**src/rtl/riscat_pkg.sv**
```systemverilog
// Shared definitions for the RISCAT integer datapath: operation encodings
// and the machine word width.
package riscat_pkg;

  localparam int XLEN = 32;

  typedef enum logic [4:0] {
    OP_ADD    = 5'd0,
    OP_SUB    = 5'd1,
    OP_AND    = 5'd2,
    OP_OR     = 5'd3,
    OP_XOR    = 5'd4,
    OP_SLL    = 5'd5,
    OP_SRL    = 5'd6,
    OP_SRA    = 5'd7,
    OP_SLT    = 5'd8,
    OP_SLTU   = 5'd9,
    OP_PASS_B = 5'd10,
    OP_MUL    = 5'd16,
    OP_MULH   = 5'd17,
    OP_MULHSU = 5'd18,
    OP_MULHU  = 5'd19
  } alu_op_t;

  // True for the RV32M multiply family, which takes the iterative path.
  function automatic logic is_mul_op(input logic [4:0] code);
    return (code == OP_MUL) || (code == OP_MULH) ||
           (code == OP_MULHSU) || (code == OP_MULHU);
  endfunction

endpackage

```
**src/rtl/mul_iter.sv**
```systemverilog
// Iterative shift-add unsigned 32x32 -> 64 multiplier. start loads the
// operands; MUL_STEP_BITS multiplier bits are retired per clock. done is
// high during the final iteration cycle, when product already shows the
// complete result, so the caller can register it on that same edge.
module mul_iter #(
  parameter int MUL_STEP_BITS = 1
) (
  input  logic        clk,
  input  logic        reset_n,
  input  logic        start,
  input  logic [31:0] a,
  input  logic [31:0] b,
  output logic        done,
  output logic [63:0] product
);

  localparam int STEPS = 32 / MUL_STEP_BITS;

  logic        active_q, active_d;
  logic [5:0]  cnt_q, cnt_d;
  logic [63:0] mcand_q, mcand_d;
  logic [31:0] mplier_q, mplier_d;
  logic [63:0] acc_q, acc_d;
  logic [63:0] partial;
  logic [63:0] acc_next;

  // One shift-add step per cycle; load fresh operands on start.
  always_comb begin
    partial  = mcand_q * {{(64-MUL_STEP_BITS){1'b0}}, mplier_q[MUL_STEP_BITS-1:0]};
    acc_next = acc_q + partial;
    product  = acc_next;
    done     = active_q && (cnt_q == 6'(STEPS - 1));
    active_d = active_q;
    cnt_d    = cnt_q;
    mcand_d  = mcand_q;
    mplier_d = mplier_q;
    acc_d    = acc_q;
    if (start) begin
      active_d = 1'b1;
      cnt_d    = 6'd0;
      mcand_d  = {32'd0, a};
      mplier_d = b;
      acc_d    = 64'd0;
    end else if (active_q) begin
      acc_d    = acc_next;
      mcand_d  = mcand_q << MUL_STEP_BITS;
      mplier_d = mplier_q >> MUL_STEP_BITS;
      cnt_d    = cnt_q + 6'd1;
      if (done) active_d = 1'b0;
    end
  end

  // Control state: cleared by reset so an aborted multiply never completes.
  always_ff @(posedge clk or negedge reset_n) begin
    if (!reset_n) begin
      active_q <= 1'b0;
      cnt_q    <= 6'd0;
    end else begin
      active_q <= active_d;
      cnt_q    <= cnt_d;
    end
  end

  // Datapath registers: always reloaded on start, so no reset needed.
  always_ff @(posedge clk) begin
    mcand_q  <= mcand_d;
    mplier_q <= mplier_d;
    acc_q    <= acc_d;
  end

endmodule

```
**src/rtl/execute_unit.sv**
```systemverilog
// RISCAT integer execute stage. Single-cycle RV32I ALU ops produce a
// registered result pulse the cycle after acceptance. With EXEC_MUL_EN
// defined, RV32M multiplies run through mul_iter and hold the stage BUSY;
// without it, multiply codes fall through as unknown ops (result 0).
module execute_unit
  import riscat_pkg::*;
#(
  parameter int MUL_STEP_BITS = 1
) (
  input  logic        clk,
  input  logic        reset_n,
  input  logic        op_valid,
  output logic        op_ready,
  input  logic [4:0]  op_code,
  input  logic [31:0] op_a,
  input  logic [31:0] op_b,
  input  logic [4:0]  op_rd,
  output logic        result_ready,
  output logic [31:0] alu_result,
  output logic [4:0]  wr_addr,
  output logic        busy
);

  if (!(MUL_STEP_BITS == 1 || MUL_STEP_BITS == 2 || MUL_STEP_BITS == 4)) begin : g_bad_step
    $error("execute_unit: MUL_STEP_BITS must be 1, 2 or 4");
  end

  // Single-cycle RV32I operations; anything unrecognised yields zero.
  function automatic logic [XLEN-1:0] alu_single(input alu_op_t op,
                                                 input logic [XLEN-1:0] a,
                                                 input logic [XLEN-1:0] b);
    logic signed [XLEN-1:0] sa;
    logic signed [XLEN-1:0] sb;
    sa = a;
    sb = b;
    case (op)
      OP_ADD:    return a + b;
      OP_SUB:    return a - b;
      OP_AND:    return a & b;
      OP_OR:     return a | b;
      OP_XOR:    return a ^ b;
      OP_SLL:    return a << b[4:0];
      OP_SRL:    return a >> b[4:0];
      OP_SRA:    return sa >>> b[4:0];
      OP_SLT:    return {31'd0, sa < sb};
      OP_SLTU:   return {31'd0, a < b};
      OP_PASS_B: return b;
      default:   return '0;
    endcase
  endfunction

  logic        result_ready_q, result_ready_d;
  logic [31:0] alu_result_q, alu_result_d;
  logic [4:0]  wr_addr_q, wr_addr_d;
  logic [31:0] single_res;

  assign single_res   = alu_single(alu_op_t'(op_code), op_a, op_b);
  assign result_ready = result_ready_q;
  assign alu_result   = alu_result_q;
  assign wr_addr      = wr_addr_q;

`ifdef EXEC_MUL_EN
  typedef enum logic {ST_IDLE = 1'b0, ST_BUSY = 1'b1} state_t;

  state_t      state_q, state_d;
  logic        neg_q, neg_d;
  logic        hi_q, hi_d;
  logic [4:0]  rd_q, rd_d;
  logic        mul_start;
  logic        a_neg, b_neg;
  logic [31:0] a_mag, b_mag;
  logic        mul_done;
  logic [63:0] mul_product;
  logic [63:0] prod_signed;

  assign op_ready = (state_q == ST_IDLE);
  assign busy     = (state_q == ST_BUSY);

  mul_iter #(.MUL_STEP_BITS(MUL_STEP_BITS)) u_mul (
    .clk     (clk),
    .reset_n (reset_n),
    .start   (mul_start),
    .a       (a_mag),
    .b       (b_mag),
    .done    (mul_done),
    .product (mul_product)
  );

  // Next-state, sign pre/post processing and result selection.
  always_comb begin
    state_d        = state_q;
    neg_d          = neg_q;
    hi_d           = hi_q;
    rd_d           = rd_q;
    mul_start      = 1'b0;
    a_neg          = op_a[31] && ((op_code == OP_MULH) || (op_code == OP_MULHSU));
    b_neg          = op_b[31] && (op_code == OP_MULH);
    a_mag          = a_neg ? -op_a : op_a;
    b_mag          = b_neg ? -op_b : op_b;
    prod_signed    = neg_q ? -mul_product : mul_product;
    result_ready_d = 1'b0;
    alu_result_d   = alu_result_q;
    wr_addr_d      = wr_addr_q;
    case (state_q)
      ST_IDLE: begin
        if (op_valid) begin
          if (is_mul_op(op_code)) begin
            mul_start = 1'b1;
            state_d   = ST_BUSY;
            neg_d     = a_neg ^ b_neg;
            hi_d      = (op_code != OP_MUL);
            rd_d      = op_rd;
          end else begin
            result_ready_d = 1'b1;
            alu_result_d   = single_res;
            wr_addr_d      = op_rd;
          end
        end
      end
      ST_BUSY: begin
        if (mul_done) begin
          result_ready_d = 1'b1;
          alu_result_d   = hi_q ? prod_signed[63:32] : prod_signed[31:0];
          wr_addr_d      = rd_q;
          state_d        = ST_IDLE;
        end
      end
      default: state_d = ST_IDLE;
    endcase
  end

  // FSM state register.
  always_ff @(posedge clk or negedge reset_n) begin
    if (!reset_n) state_q <= ST_IDLE;
    else          state_q <= state_d;
  end

  // Multiply context captured at acceptance; consumed when the product lands.
  always_ff @(posedge clk) begin
    neg_q <= neg_d;
    hi_q  <= hi_d;
    rd_q  <= rd_d;
  end
`else
  assign op_ready = 1'b1;
  assign busy     = 1'b0;

  // Every accepted op completes in one cycle.
  always_comb begin
    result_ready_d = op_valid;
    alu_result_d   = alu_result_q;
    wr_addr_d      = wr_addr_q;
    if (op_valid) begin
      alu_result_d = single_res;
      wr_addr_d    = op_rd;
    end
  end
`endif

  // Writeback-facing result registers; values hold between pulses.
  always_ff @(posedge clk or negedge reset_n) begin
    if (!reset_n) begin
      result_ready_q <= 1'b0;
      alu_result_q   <= 32'd0;
      wr_addr_q      <= 5'd0;
    end else begin
      result_ready_q <= result_ready_d;
      alu_result_q   <= alu_result_d;
      wr_addr_q      <= wr_addr_d;
    end
  end

endmodule

```
**config.mk**
```make
export PLATFORM = sky130hd
export DESIGN_NAME = execute_unit
export DESIGN_NICKNAME = d
export VERILOG_FILES = /design/src/rtl/riscat_pkg.sv /design/src/rtl/mul_iter.sv /design/src/rtl/execute_unit.sv
export SDC_FILE = /design/constraint.sdc
export NUM_CORES = 1
export LEC_CHECK = 0
export ABC_AREA = 1
export CAP_MARGIN = 20
export CORE_ASPECT_RATIO = 0.8
export CORE_MARGIN = 2
export CORE_UTILIZATION = 30
export DETAILED_ROUTE_END_ITERATION = 16
export PLACE_DENSITY_LB_ADDON = 0.25
export RECOVER_POWER = 50
export SYNTH_ARGS = -nofsm -noshare
export SYNTH_HDL_FRONTEND = slang
export SYNTH_SLANG_ARGS = --single-unit
```
**constraint.sdc**
```tcl
create_clock -name clk -period 0.93 [get_ports clk]
set_input_delay 0.186 -clock clk [delete_from_list [all_inputs] [get_ports clk]]
set_output_delay 0.186 -clock clk [all_outputs]
set_load 0.05 [all_outputs]
```
Word-level counts from Yosys, hierarchy flattened. Index checks and enable logic that the tools add are counted.

Bits in registers: 38. Output and inout port bits: 40. Logic and storage cells: 25. Input port bits: 77.

Magnitude comparators: 2. Eq/ne operators: 10. Multiplexer cells: 1. Reduce and logical (&&, ||, !) cells: 1. Bitwise gates (word level): 3. Shift-type cells: 3. Add/sub/neg operators: 2.

Operators by type and width (number): $pmux 32 s11 (1); $lt 32x32->1 (2); $add 32x32->32 (1); $and 32x32->32 (1); $or 32x32->32 (1); $shl 32x5->32 (1); $shr 32x5->32 (1); $sshr 32x5->32 (1); $sub 32x32->32 (1); $xor 32x32->32 (1); $eq 5x3->1 const B (4); $eq 5x4->1 const B (3); $eq 5x2->1 const B (2); $eq 5x1->1 const B (1); $logic_not 5->1 (1).

Longest topological paths before layout.
Depth after elaboration: 2. Depth in mapped cells: 20. Mapped depth without buffers: 18.

Worst setup path after synthesis. OpenSTA, ideal clock, no wires.

Kind: input to register. From: input port op_b[3]. To: register alu_result_q[0] (netlist: alu_result[0]). Required time: 0.812 ns. Path buffers: 4. Arrival: 2.247 ns. Library setup time: 0.118 ns. Cell stages on the path: 20. Path slack: -1.435 ns. Cells stage by stage: buf_2 > inv_1 > buf_2 > buf_1 > ha_1 > clkbuf_2 > nor2_1 > nand2_1 > nand3_1 > nand2_1 > nand2_1 > nand2_1 > nand2_1 > nand2_1 > nand2_1 > nor2_1 > nor2_1 > nand2_1 > nand2_1 > nand2_1.

Word-level cells in the longest chain between the ends: 2. Elaborated cells on any way between the ends: 6. Those cells by class: order compare: 2; shift: 3; mux: 1.

Ends and longest elaborated chain: start, declared (RTL line execute_unit.sv:16) `input logic [31:0] op_b,`; $lt 32x32->1 (tied with other cells) (RTL line execute_unit.sv:46) `OP_SLTU: return {31'd0, a < b};`; $pmux 32 s11 * (RTL line execute_unit.sv:36) `case (op)`; end signal, assigned (RTL line execute_unit.sv:168) `alu_result_q <= alu_result_d;`; end, declared (RTL line execute_unit.sv:53) `logic [31:0] alu_result_q, alu_result_d;`.

Mark *: on every way between the ends. The rest lies on a longest branch, timed or not. A chain may end at the register's enable or synchronous reset.

Worst setup path in the final report.
From: input port op_b[4]. To: register alu_result_q[5] (netlist: alu_result[5]).

Word-level cells in the longest chain between the ends: 2. Elaborated cells on any way between the ends: 6. Those cells by class: add/sub: 2; shift: 3; mux: 1.

Ends and longest elaborated chain: $sub 32x32->32 (tied with other cells) (RTL line execute_unit.sv:38) `OP_SUB: return a - b;`; $pmux 32 s11 * (RTL line execute_unit.sv:36).

Marks and branches as above.

==> results.md <==
* Run status: finished, violations left
* Violated checks: setup timing
* Post-Synthesis Cell Area at ~0.012 sq mm
* Initial antenna violation count at 2
* Area share of the largest cell type after synthesis at 27.2%
* Area of the placeable core at 0.0394 sq mm
* Count of TritonRoute iterations in the first routing pass at 6
* Most used cell along the critical path: sky130_fd_sc_hd__nand2_2
* Mean cell area of the mapped netlist at 5.07 sq um
* Clock latency on the worst-skew pair at approximately 0.30 ns
* Die Area at approximately 0.041 sq mm
* Final Cycle Share at 201%
* Number of inserted filler cells in the final layout at 3,963
* Total number of vias at 18,800
* Chip width at between 200 and 250 microns
* Top-level I/O count at roughly 120
* Synth area leaders: sky130_fd_sc_hd__nand2_1, sky130_fd_sc_hd__nand3_1, sky130_fd_sc_hd__ha_1
* Number of clock buffers inserted by TritonCTS at 5
* Type of the tightest min-delay check: in2reg
* Nets at between 3,000 and 4,000
* Initial core utilization at about 30%
* Cell type with the largest total area after synthesis: sky130_fd_sc_hd__nand2_1
* Shortest clock period the worst path allows after layout at about 1.9 ns
* CP max stage delay at 0.36 ns
* Area grow syn2layout at 85.9%
* Max capacitance violation total at 0
* Utilization after layout at a little under three fifths
* Setup ws final at -0.940 ns
* Asr flop ratio synth at between 90% and 100%
* Clock H-tree levels at 2
* Max FO, Critical Path at 6
* Number of distinct standard cells referenced by the synthesized netlist at between 40 and 50
* Crit start category: input pin
* Start-to-end type of the worst setup path: in2reg
* DRC violation count after routing at 0
* Synthesis Warnings at 0
* Uppermost routed layer: met5
* Required time of the critical path at roughly 1.1 ns
* Post-Synthesis Cells at 2,357
* Global route overflow at 0
* Most frequently used flop master after synthesis: sky130_fd_sc_hd__dfrtp_1
* Most common cell in the synthesized netlist: sky130_fd_sc_hd__nand2_1
* Vias per inst at between 5 and 6
* Clock network fraction of total power at 14.2%
* Maximum number of pins on one net before global-route repair at 40
* Number of synthesized register bits at 38
* Number of I/O port buffers at between 100 and 150
* Number of nets produced by synthesis at 2,534
* Most used standard cells in the synthesized netlist: sky130_fd_sc_hd__nand2_1, sky130_fd_sc_hd__nand3_1, sky130_fd_sc_hd__inv_1
* Max-slew violation total from the final report at 0
* Fraction of power spent switching nets at about half
* Combinational share of power at between 70% and 80%
* Register clock-pin slew on the reported worst setup and hold paths at around 0.08 ns
* DRT Wirelength at a little under 80,000 microns
* Worst IR drop on VDD at approximately 1000 uV
* Antenna viol nets, final at 0
* Reported net switching power at between 8 and 9 mW
* Register share of total power at 11.7%
* PnR Total Power at 17.5 mW
* GRT Total Usage at 35.9%
* Internal Dissipation at ~8.9 mW
* Number of global-route vias before repair at 17,700
* Final HPWL from detailed placement at 62,000 microns
* CTS tree: built
* Worst endpoint data arrival time at 2.06 ns
* Wire length of the first global-routing pass at 110,000 microns
* Cell leakage power at about 12 nW
* Largest buffer count on any clock path at 2
* Number of standard-cell rows in the floorplan at 65
* Areal power density over the cells at around 790 mW/mm^2
* Routed length per placed instance at between 20 and 25 microns
* RSZ-0062 raised after global routing: yes
* Routability Congestion at around 1
* Wire length on met2 at approximately 32,000 microns
* Cells along the critical path: buf_12 > clkinvlp_4 > ha_4 > buf_6 > nand2_2 > nand2_2 > inv_2 > buf_4 > nand2_4 > buf_4 > nand2_2 > nand3_2 > o21ai_2 > nor2_2 > nand2_1 > o21ai_2 > nand2_1
* Library cell contributing the largest single delay on the critical path: sky130_fd_sc_hd__ha_4
* Type of element capturing the critical path: flip-flop
* Share of final-layout standard cells stronger than drive strength 1 at just under 50%
* Met3 layer wire length in the routed design at 7530 microns
* Share of the yosys chip area belonging to registers at around 8.0%
* Final-report setup violation count at 70
* Skew final at 0 ns
* Cell at the root of the clock tree: sky130_fd_sc_hd__clkbuf_16
* Wire length the detailed router placed on met1 at around 35,000 microns
* CTS sink count at 38
* Highest attainable clock frequency at about 530 MHz
* Iteration-0 DRC count of the detailed router at 2,007
* Final hold violation count at 0
* Die Y at between 150 and 200 microns
* Count of flip-flops with a built-in enable after synthesis at 0
worst paths after layout:
kind | slack, ns | cells past startpoint | endpoint | start
max in group asynchronous | 0.13 | 3 | alu_result[19] | reset_n
min | 0.41 | 2 | result_ready | op_valid
min reg2reg | 0.54 | 2 | wr_addr[3] | wr_addr[3]
max reg2reg | 0.16 | 3 | alu_result[22] | alu_result[22]
max | -0.94 | 17 | alu_result[5] | op_b[4]
min in group asynchronous | 0.44 | 3 | alu_result[22] | reset_n
through the flow:
step / setup WS (ns) / setup TNS, ns / hold WS (ns) / cell area (sq um) / std cells
finish: -0.940 / -32.57 / 0.411 / 22200 / 3564
global route: -1.05 / -35.60 / 0.434 / 22200 / 3563
CTS: -1.03 / -34.47 / 0.381 / 20600 / 3526
detailed placement: -2.18 / -61.99 / 0.192 / 18200 / 3472
global placement: -2.16 / -61.36 / 0.188 / 18200 / 3472
floorplan: -1.03 / -30.13 / -0.110 / 12200 / 2357
critical path, delay by kind of cell:
family                   cells  cell delay, ns
AO/OA/AOI/OAI                2            0.26
AND/OR/NAND/NOR              8            0.63
buffers and inverters        6            0.62
adder cells (fa/ha/maj)      1            0.36
layout make-up:
class	count	area [sq um]	area share (%)
timing repair inverter	1	8.76	0.0394
clock inverter	3	68.8	0.310
tap	536	671	3.02
timing repair buffer	768	6840	30.8
clock buffer	5	125	0.563
multi-input combinational	1880	12200	55.0
inverter	332	1320	5.94
antenna	1	2.50	0.0113
sequential	38	962	4.33
state kept, by name, summed over array words and instances (netlist names):
register      flops
wr_addr           5
alu_result       32
result_ready      1
cell usage in the layout, fill, tap and decap left out, types with 39 or more instances in the layout:
master / count
sky130_fd_sc_hd__nand2_1: 647
sky130_fd_sc_hd__buf_4: 565
sky130_fd_sc_hd__nand3_1: 357
sky130_fd_sc_hd__inv_1: 208
sky130_fd_sc_hd__nand2_2: 168
sky130_fd_sc_hd__inv_2: 106
sky130_fd_sc_hd__nor2_1: 79
sky130_fd_sc_hd__nand3_2: 77
sky130_fd_sc_hd__buf_6: 75
sky130_fd_sc_hd__buf_12: 63
sky130_fd_sc_hd__nor2_4: 58
sky130_fd_sc_hd__nand2_4: 50
sky130_fd_sc_hd__ha_1: 47
sky130_fd_sc_hd__nor2_2: 45
sky130_fd_sc_hd__o21ai_0: 39
what timing repair did:
action | in CTS | in global routing
hold buffers | 1 | 0
setup endpoints to repair | 75 | 70
pin swaps | 162 | 236
endpoints found under the hold margin | 38 | 0
gates resized for setup | 700 | 532
gates cloned | 4 | 0
buffers inserted | 45 | 41
power by group through the flow:
stage                     clock [mW]  sequential [mW]  combinational, mW
after CTS                       2.52             2.05               11.4
after global routing            2.55             2.07               13.7
after detailed placement           0             2.06               10.0
after floorplan                    0             2.48               4.16
final                           2.50             2.05               13.0
after global placement             0             2.07               10.0
logic make-up (layout without fill, tap and decap cells):
kind of cell,after synthesis,in the layout,synth area share (%)
AO/OA/AOI/OAI,198,198,9.15
XOR/XNOR,2,2,0.147
adder cells (fa/ha/maj),100,100,10.6
buffers and inverters,440,1109,15.4
flip-flops,38,38,7.95
other,2,3,0.0628
AND/OR/NAND/NOR,1577,1578,56.7
routing by layer:
| metal | vias up | track usage [%] |
|---|---|---|
| met3 | 116 | 5.92 |
| met1 | 8889 | 52.5 |
| met5 | - | 0 |
| met2 | 958 | 53.0 |
| met4 | 2 | 11.8 |
| li1 | 8879 | - |
No activity file was read; power rests on OpenSTA's default activity.
